--- config.mk ---
export PLATFORM = sky130hd
export DESIGN_NAME = cmd_sequencer_flat
export DESIGN_NICKNAME = d
export VERILOG_FILES = /design/src/rtl/cmd_sequencer_if.sv /design/src/rtl/cmd_sequencer.sv /design/src/flat_wrapper.sv
export SDC_FILE = /design/constraint.sdc
export NUM_CORES = 2
export LEC_CHECK = 0
export BUFFER_PORTS_ARGS = -buffer_cell sky130_fd_sc_hd__buf_2
export CAP_MARGIN = 40
export CORE_AREA = 2 2 476 478
export CTS_CLUSTER_SIZE = 16
export DETAILED_ROUTE_END_ITERATION = 6
export DIE_AREA = 0 0 478 480
export SYNTH_ARGS = -nofsm -noshare
export SYNTH_HDL_FRONTEND = slang
export SYNTH_SLANG_ARGS = --single-unit
--- constraint.sdc ---
create_clock -name clk -period 9.01 [get_ports clk]
set_input_delay 0.901 -clock clk [delete_from_list [all_inputs] [get_ports clk]]
set_output_delay 0.901 -clock clk [all_outputs]
set_load 0.02 [all_outputs]
--- src/rtl/cmd_sequencer_if.sv ---
// Merged-word stream from the timing scheduler into the command sequencer.
interface cmd_sequencer_if #(
  parameter int MERGED_WIDTH = 640
);
  logic [MERGED_WIDTH-1:0] S_AXIS_TDATA;
  logic                    S_AXIS_TVALID;
  logic                    S_AXIS_TREADY;

  modport master (output S_AXIS_TDATA, output S_AXIS_TVALID, input  S_AXIS_TREADY);
  modport slave  (input  S_AXIS_TDATA, input  S_AXIS_TVALID, output S_AXIS_TREADY);
endinterface

--- src/rtl/cmd_sequencer.sv ---
// Latches one merged word and plays its four command slots onto the PHY,
// honouring each slot's idle-cycle delay; back-to-back words without a bubble.
module cmd_sequencer #(
  parameter int INSTR_WIDTH  = 128,
  parameter int WDATA_WIDTH  = 512,
  parameter int MERGED_WIDTH = INSTR_WIDTH + WDATA_WIDTH,
  parameter int CNT_WIDTH    = 32
) (
  input  logic                   clk,
  input  logic                   rst_n,
  cmd_sequencer_if.slave         s_axis,
  output logic                   phy_cmd_valid,
  output logic [2:0]             phy_cmd_op,
  output logic [2:0]             phy_cmd_bank,
  output logic [16:0]            phy_cmd_addr,
  output logic [WDATA_WIDTH-1:0] phy_wdata,
  output logic                   busy,
  output logic [CNT_WIDTH-1:0]   issued_count
);

  localparam logic [2:0] OP_NOP = 3'd0;
  localparam logic [2:0] OP_WR  = 3'd4;

  typedef enum logic [1:0] {IDLE, ISSUE, WAIT} state_t;

  state_t                 state_q, state_d;
  logic [1:0]             slot_q, slot_d;
  logic [8:0]             cnt_q, cnt_d;
  logic [INSTR_WIDTH-1:0] instr_q;
  logic [WDATA_WIDTH-1:0] wdata_q;

  logic [MERGED_WIDTH-1:0] word;
  logic [3:0][31:0]        slots;
  logic [31:0]             cur;
  logic [2:0]              cur_op;
  logic [8:0]              cur_dly;
  logic                    in_issue, last_cycle, ready, hs, load;

  assign word  = s_axis.S_AXIS_TDATA;
  assign slots = instr_q;
  assign cur     = slots[slot_q];
  assign cur_op  = cur[2:0];
  assign cur_dly = cur[31:23];

  assign in_issue   = (state_q == ISSUE);
  // Final cycle of a word: the sequencer can accept the next one right here.
  assign last_cycle = (slot_q == 2'd3) &&
                      ((in_issue && cur_dly == 9'd0) ||
                       (state_q == WAIT && cnt_q == 9'd1));
  assign ready = rst_n && ((state_q == IDLE) || last_cycle);
  assign hs    = s_axis.S_AXIS_TVALID && ready;
  assign s_axis.S_AXIS_TREADY = ready;

  always_comb begin
    state_d = state_q;
    slot_d  = slot_q;
    cnt_d   = cnt_q;
    load    = 1'b0;
    case (state_q)
      IDLE: ;
      ISSUE: begin
        if (cur_dly != 9'd0) begin
          state_d = WAIT;
          cnt_d   = cur_dly;
        end else if (slot_q != 2'd3) begin
          slot_d = slot_q + 2'd1;
        end
      end
      WAIT: begin
        cnt_d = cnt_q - 9'd1;
        if (cnt_q == 9'd1 && slot_q != 2'd3) begin
          state_d = ISSUE;
          slot_d  = slot_q + 2'd1;
        end
      end
      default: state_d = IDLE;
    endcase
    if (last_cycle)
      state_d = IDLE;
    if (hs) begin
      load    = 1'b1;
      slot_d  = 2'd0;
      state_d = ISSUE;
    end
  end

  always_ff @(posedge clk or negedge rst_n) begin
    if (!rst_n) begin
      state_q      <= IDLE;
      slot_q       <= 2'd0;
      cnt_q        <= 9'd0;
      instr_q      <= '0;
      wdata_q      <= '0;
      issued_count <= '0;
    end else begin
      state_q      <= state_d;
      slot_q       <= slot_d;
      cnt_q        <= cnt_d;
      issued_count <= issued_count + {{(CNT_WIDTH-1){1'b0}}, phy_cmd_valid};
      if (load) begin
        instr_q <= word[INSTR_WIDTH-1:0];
        wdata_q <= word[MERGED_WIDTH-1:INSTR_WIDTH];
      end
    end
  end

  // PHY side is purely a decode of the held slot; silent outside ISSUE.
  always_comb begin
    phy_cmd_valid = 1'b0;
    phy_cmd_op    = 3'd0;
    phy_cmd_bank  = 3'd0;
    phy_cmd_addr  = 17'd0;
    phy_wdata     = '0;
    if (in_issue) begin
      phy_cmd_valid = (cur_op != OP_NOP);
      phy_cmd_op    = cur_op;
      phy_cmd_bank  = cur[5:3];
      phy_cmd_addr  = cur[22:6];
      if (cur_op == OP_WR)
        phy_wdata = wdata_q;
    end
  end

  assign busy = (state_q != IDLE);

endmodule

--- src/flat_wrapper.sv ---
// flat-port wrapper written by rule: the top's interface ports become plain ports
module cmd_sequencer_flat 
#(
  parameter int INSTR_WIDTH  = 128,
  parameter int WDATA_WIDTH  = 512,
  parameter int MERGED_WIDTH = INSTR_WIDTH + WDATA_WIDTH,
  parameter int CNT_WIDTH    = 32
)
  (clk, rst_n, phy_cmd_valid, phy_cmd_op, phy_cmd_bank, phy_cmd_addr, phy_wdata, busy, issued_count, s_axis_S_AXIS_TDATA, s_axis_S_AXIS_TVALID, s_axis_S_AXIS_TREADY);
  cmd_sequencer_if #(.MERGED_WIDTH(MERGED_WIDTH)) s_axis_i ();
  input  logic clk;
  input  logic rst_n;
  output logic phy_cmd_valid;
  output logic [2:0] phy_cmd_op;
  output logic [2:0] phy_cmd_bank;
  output logic [16:0] phy_cmd_addr;
  output logic [WDATA_WIDTH-1:0] phy_wdata;
  output logic busy;
  output logic [CNT_WIDTH-1:0] issued_count;
  input wire logic [$bits(s_axis_i.S_AXIS_TDATA)-1:0] s_axis_S_AXIS_TDATA;
  input wire logic [$bits(s_axis_i.S_AXIS_TVALID)-1:0] s_axis_S_AXIS_TVALID;
  output wire logic [$bits(s_axis_i.S_AXIS_TREADY)-1:0] s_axis_S_AXIS_TREADY;
  assign s_axis_i.S_AXIS_TDATA = s_axis_S_AXIS_TDATA;
  assign s_axis_i.S_AXIS_TVALID = s_axis_S_AXIS_TVALID;
  assign s_axis_S_AXIS_TREADY = s_axis_i.S_AXIS_TREADY;
  cmd_sequencer #(.INSTR_WIDTH(INSTR_WIDTH), .WDATA_WIDTH(WDATA_WIDTH), .MERGED_WIDTH(MERGED_WIDTH), .CNT_WIDTH(CNT_WIDTH)) u_core (.clk(clk), .rst_n(rst_n), .s_axis(s_axis_i), .phy_cmd_valid(phy_cmd_valid), .phy_cmd_op(phy_cmd_op), .phy_cmd_bank(phy_cmd_bank), .phy_cmd_addr(phy_cmd_addr), .phy_wdata(phy_wdata), .busy(busy), .issued_count(issued_count));
endmodule
Word level (Yosys, flattened, before mapping)
Index checks and enable logic that the tools add are counted.
{"block": "op_classes", "order_cmp": 1, "multipliers": 0, "muxes": 21, "div_mod_pow": 0, "bitwise_logic": 0, "eq_ne": 13, "addsub": 3, "shift": 0, "reduce_logical": 18}
{"operator": "512-bit two-way mux", "count": 2}
{"operator": "32-bit binary-select mux with 2-bit select", "count": 1}
{"operator": "32-bit by 1-bit adder with 32-bit output", "count": 1}
{"operator": "32-bit two-way mux", "count": 1}
{"operator": "9-bit case mux with 2 select lines", "count": 1}
{"operator": "17-bit two-way mux", "count": 1}
{"operator": "2-bit two-way mux", "count": 8}
{"operator": "9-bit by 1-bit equality test with 1-bit output (second input constant)", "count": 1}
{"operator": "9-bit zero test", "count": 1}
{"operator": "9-bit two-way mux", "count": 1}
{"operator": "9-bit nonzero test", "count": 1}
{"operator": "9-bit by 1-bit subtractor with 9-bit output (second input constant)", "count": 1}
{"operator": "1-bit logical AND", "count": 6}
{"operator": "3-bit two-way mux", "count": 2}
{"operator": "3-bit inequality test (second input constant)", "count": 2}
{"operator": "2-bit case mux with 3 select lines", "count": 1}
{"operator": "3-bit nonzero test", "count": 2}
{"operator": "2-bit equality test (second input constant)", "count": 2}
{"operator": "2-bit inequality test (second input constant)", "count": 2}
{"operator": "4-bit by 2-bit inequality test with 1-bit output (second input constant)", "count": 1}
{"operator": "4-bit inequality test (second input constant)", "count": 1}
{"operator": "2-bit case mux with 2 select lines", "count": 1}
{"operator": "4-bit AND reduction", "count": 1}
{"operator": "2-bit nonzero test", "count": 2}
{"operator": "other kinds (11)", "count": 13}
{"block": "totals", "regBits": 685, "mem_count": 0, "input_bits": 643, "out_inout_bits": 570, "wordCells": 62, "ramBits": 0, "mem_bits_ro": 0, "latchBits": 0}

Logic depth before layout (Yosys ltp)
{"block": "depth", "word_depth": 11, "mapped_depth": 12}

Least setup slack after synthesis
Ideal clock, no wire load.
{"block": "synth_timing", "kind": "reg-to-output", "startpoint": "reg u_core.slot_q[0]", "endpoint": "out phy_wdata[100]", "slack_ps": 5548, "required_ps": 8109, "path_stages_with_launch": 10, "arrival_time_ps": 2561, "cell_sequence": "dfrtp_1 -> buf_6 -> buf_4 -> mux4_2 -> or2_2 -> nor2b_1 -> clkbuf_1 -> clkbuf_1 -> clkbuf_1 -> and2_1"}
{"block": "synth_via", "elab_chain_len": 5}
{"element": "from (decl)", "line_no": "cmd_sequencer.sv:27", "rtl": "logic [1:0] slot_q, slot_d;"}
{"element": "from (signal assigned)", "line_no": "cmd_sequencer.sv:97", "rtl": "slot_q <= slot_d;"}
{"element": "32-bit binary-select mux with 2-bit select", "line_no": "cmd_sequencer.sv:41", "rtl": "assign cur = slots[slot_q];"}
{"element": "32-bit two-way mux (implied by the code)", "line_no": "cmd_sequencer.sv:41"}
{"element": "3-bit equality test", "line_no": "cmd_sequencer.sv:119", "rtl": "if (cur_op == OP_WR)"}
{"element": "512-bit two-way mux", "line_no": "cmd_sequencer.sv:119"}
{"element": "512-bit two-way mux", "line_no": "cmd_sequencer.sv:114", "rtl": "if (in_issue) begin"}
{"element": "to (decl)", "line_no": "flat_wrapper.sv:17", "rtl": "output logic [WDATA_WIDTH-1:0] phy_wdata;"}
Every way passes these cells. The select of a mux whose other input is x is not followed.

Final worst setup path
{"block": "layout_timing", "startpoint": "reg u_core.slot_q[0]", "endpoint": "out phy_wdata[227]"}
The elaborated chain is that of the path after synthesis.

==> impl_metrics.json <==
{
  "status": "finished, final reports clean",
  "dp_cells": 6287,
  "grt_pass1_vias": 23930,
  "slowest_stage": "dfrtp_2",
  "final_area_um2": 43070,
  "layout_common_cells": "buf_2, dfrtp_1, and2_1",
  "grt_max_degree": 245,
  "p_leak_nw": 20.18,
  "post-dp-hpwl_mm": 151.5,
  "drv_slew": 0,
  "worstHoldPathType": "in2async",
  "htreeDepth": 3,
  "post_cts_resized": 0,
  "timing.final.crit_share": 0.6456,
  "p_sw_mw": 4.237,
  "drive_gt1_frac": 0.5207,
  "start_kind": "register",
  "design_power_total_mw": 12.66,
  "synthFlopType": "dfrtp_1",
  "worstPathBufferInverterCount": 3,
  "portBuffers": 1212,
  "max_cap_violations": 0,
  "dieArea_um2": 229400,
  "fin_tns_setup_ps": 0,
  "crit_chain": "buf_4 -> mux4_2 -> or2_2 -> nor2b_4 -> buf_12 -> and2_1 -> buf_2",
  "rsz0062_at_grt": "false",
  "track_usage": 0.1510,
  "num-fill-cells": 24510,
  "area_growth_pct": 41.62,
  "post-route-drc-count": 0,
  "gp_congestion": 0.9524,
  "pwr-share-comb": 0.220,
  "synth_nets": 2845,
  "seq_area_um2": 17140,
  "synth_cell_types": 48,
  "clk_pin_slew_ps": 60,
  "die_y_um": 480,
  "worst_ep_arrival_time_ps": 4920,
  "synth_edf_count": 0,
  "syn_avg_cell_area_um2": 13.84,
  "setup_viol": 0,
  "required_ps": 8110,
  "r2r-start": "u_core.slot_q[0]",
  "seq_area_frac_synth": 0.5636,
  "avgRoutedWirePerCell_um": 27.11,
  "crit_path_end_kind": "output port",
  "hold_viol_final": 0,
  "io_pins": 1213,
  "drtIter0Drc": 1045,
  "wirelength_mm": 177.9,
  "initial_utilization": 0.1358,
  "final_common_cell": "buf_2",
  "critical_path.top_delay_family": "simple AND/OR/NAND/NOR gates",
  "finClkSkew_ps": 70.27,
  "multi_input_area_um2": 12340,
  "clock_path_buffers": 3,
  "intPower_mw": 8.428,
  "grt.overflow.total": 0,
  "async_flop_share": 1.000,
  "holdWs_ps": 74.36,
  "synthDominantCellAreaShare": 0.5636,
  "maxSlewHeadroom": 0.1569,
  "instances_no_fill": 6563,
  "cp_slowest_stage_delay_ps": 710,
  "num_vias": 23580,
  "post_dp_cell_area_um2": 39700,
  "clk_latency_ps": 730,
  "post-cts-setup-buffers": 0,
  "path_class": "reg2out",
  "cts_hold_buf": 0,
  "clockPowerShare": 0.299,
  "antenna_found_initial": 333,
  "fmax_mhz": 171.9,
  "final_core_util": 0.1923,
  "syn_area_um2": 30410,
  "synth.largest_area_cell": "dfrtp_1",
  "ir_drop_v": 0.0001468,
  "cts_tree": "yes",
  "fin_crit_ps": 5817,
  "cp_max_fo": 239,
  "reg2reg_to": "u_core.wdata_q[191]",
  "worstRegToRegCells": 8,
  "core_um2": 224000,
  "firstDrtPassIters": 5,
  "synth_area_leaders": "dfrtp_1, mux2_2, and2_1",
  "cts_sinks": 685,
  "fin_nets": 4035,
  "floorplan.rows": 174,
  "synth_cells": 2197,
  "swShare": 0.3345,
  "place_ws_ps": 3912,
  "seq_power_share": 0.481,
  "synth_seq_cells": 685,
  "grt_pass1_wl_mm": 229.9,
  "ant_nets": 0,
  "tightest_slew_ps": 1265,
  "die_x_um": 478,
  "cts_root_buffer": "clkbuf_16",
  "power_density_nw_per_um2": 294.0,
  "reg2reg_slack_ps": 4260,
  "via_per_inst": 3.593,
  "fin_ws_ps": 3193,
  "cts_buffers": 90,
  "ys_warn_count": 0
}
==> kinds of logic after synthesis <==
family,after synthesis,synth area share
compound gates,25,0.005883
fa+ha+maj,5,0.002057
simple gates,631,0.1268
flops,685,0.5636
xor+xnor,31,0.008927
mux,674,0.2614
buf+inv,146,0.03135
==> worst reg2reg max path: stages, from the launching register on <==
cell     delay [ps]
dfrtp_2         710
buf_4           470
mux4_2          610
or4_4           580
nor4_2          360
o211a_4         390
buf_12          280
buf_12          410
mux2_1          770
==> per-layer routing <==
metal / GRT usage / share of wire / up-vias
li1: - / - / 10060
met1: 0.1505 / 0.33 / 11430
met2: 0.2325 / 0.44 / 1303
met3: 0.1176 / 0.18 / 545
met4: 0.06371 / 0.050 / 244
met5: 0 / 0.0089 / -
==> cell type report <==
type	count	share of cell area
flip-flops and latches	685	0.3980
multi-input cells	1366	0.2864
repair buffers	1240	0.1500
well taps	2992	0.08692
clock buffers	125	0.05952
clock inverters	37	0.01220
diodes	114	0.006623
inverters	4	0.0003486
==> power by group through the flow <==
| stage | Clock, mW | Combinational [mW] | Sequential, mW |
|---|---|---|---|
| after floorplan | 0 | 2.19 | 5.05 |
| after global placement | 0 | 2.73 | 6.24 |
| after detailed placement | 0 | 2.82 | 6.26 |
| after CTS | 3.96 | 2.83 | 6.22 |
| after global routing | 4.05 | 3.06 | 6.28 |
| final | 3.79 | 2.78 | 6.09 |
==> flip-flops by register name (all words and copies together) (netlist names) <==
signal               count
u_core.cnt_q             9
u_core.instr_q         128
u_core.issued_count     32
u_core.slot_q            2
u_core.state_q           2
u_core.wdata_q         512
==> cells in the mapped netlist (5+ instances only) <==
master and count:
and2_1 537, buf_4 38, buf_6 30, clkbuf_1 66, dfrtp_1 685, ha_1 5, mux2_1 268, mux2_2 373
mux4_2 32, nand2_1 22, nand3_1 17, nand4_1 9, nor2_1 13, nor3_1 8, o21ai_0 6, xnor2_1 26
xor2_1 5
==> how the worst max path moves through the flow <==
stage                          start             end  slack [ps]  cells past startpoint
finish              u_core.slot_q[0]  phy_wdata[227]        3190                      7
global route        u_core.slot_q[0]  phy_wdata[209]        2810                      7
CTS                 u_core.slot_q[0]  phy_wdata[227]        3070                      7
detailed placement  u_core.slot_q[0]  phy_wdata[227]        3910                      7
global placement    u_core.slot_q[0]  phy_wdata[405]        3970                      7
floorplan           u_core.slot_q[0]  phy_wdata[100]        5550                      9
Note: power is estimated with default switching activity, not from simulation.
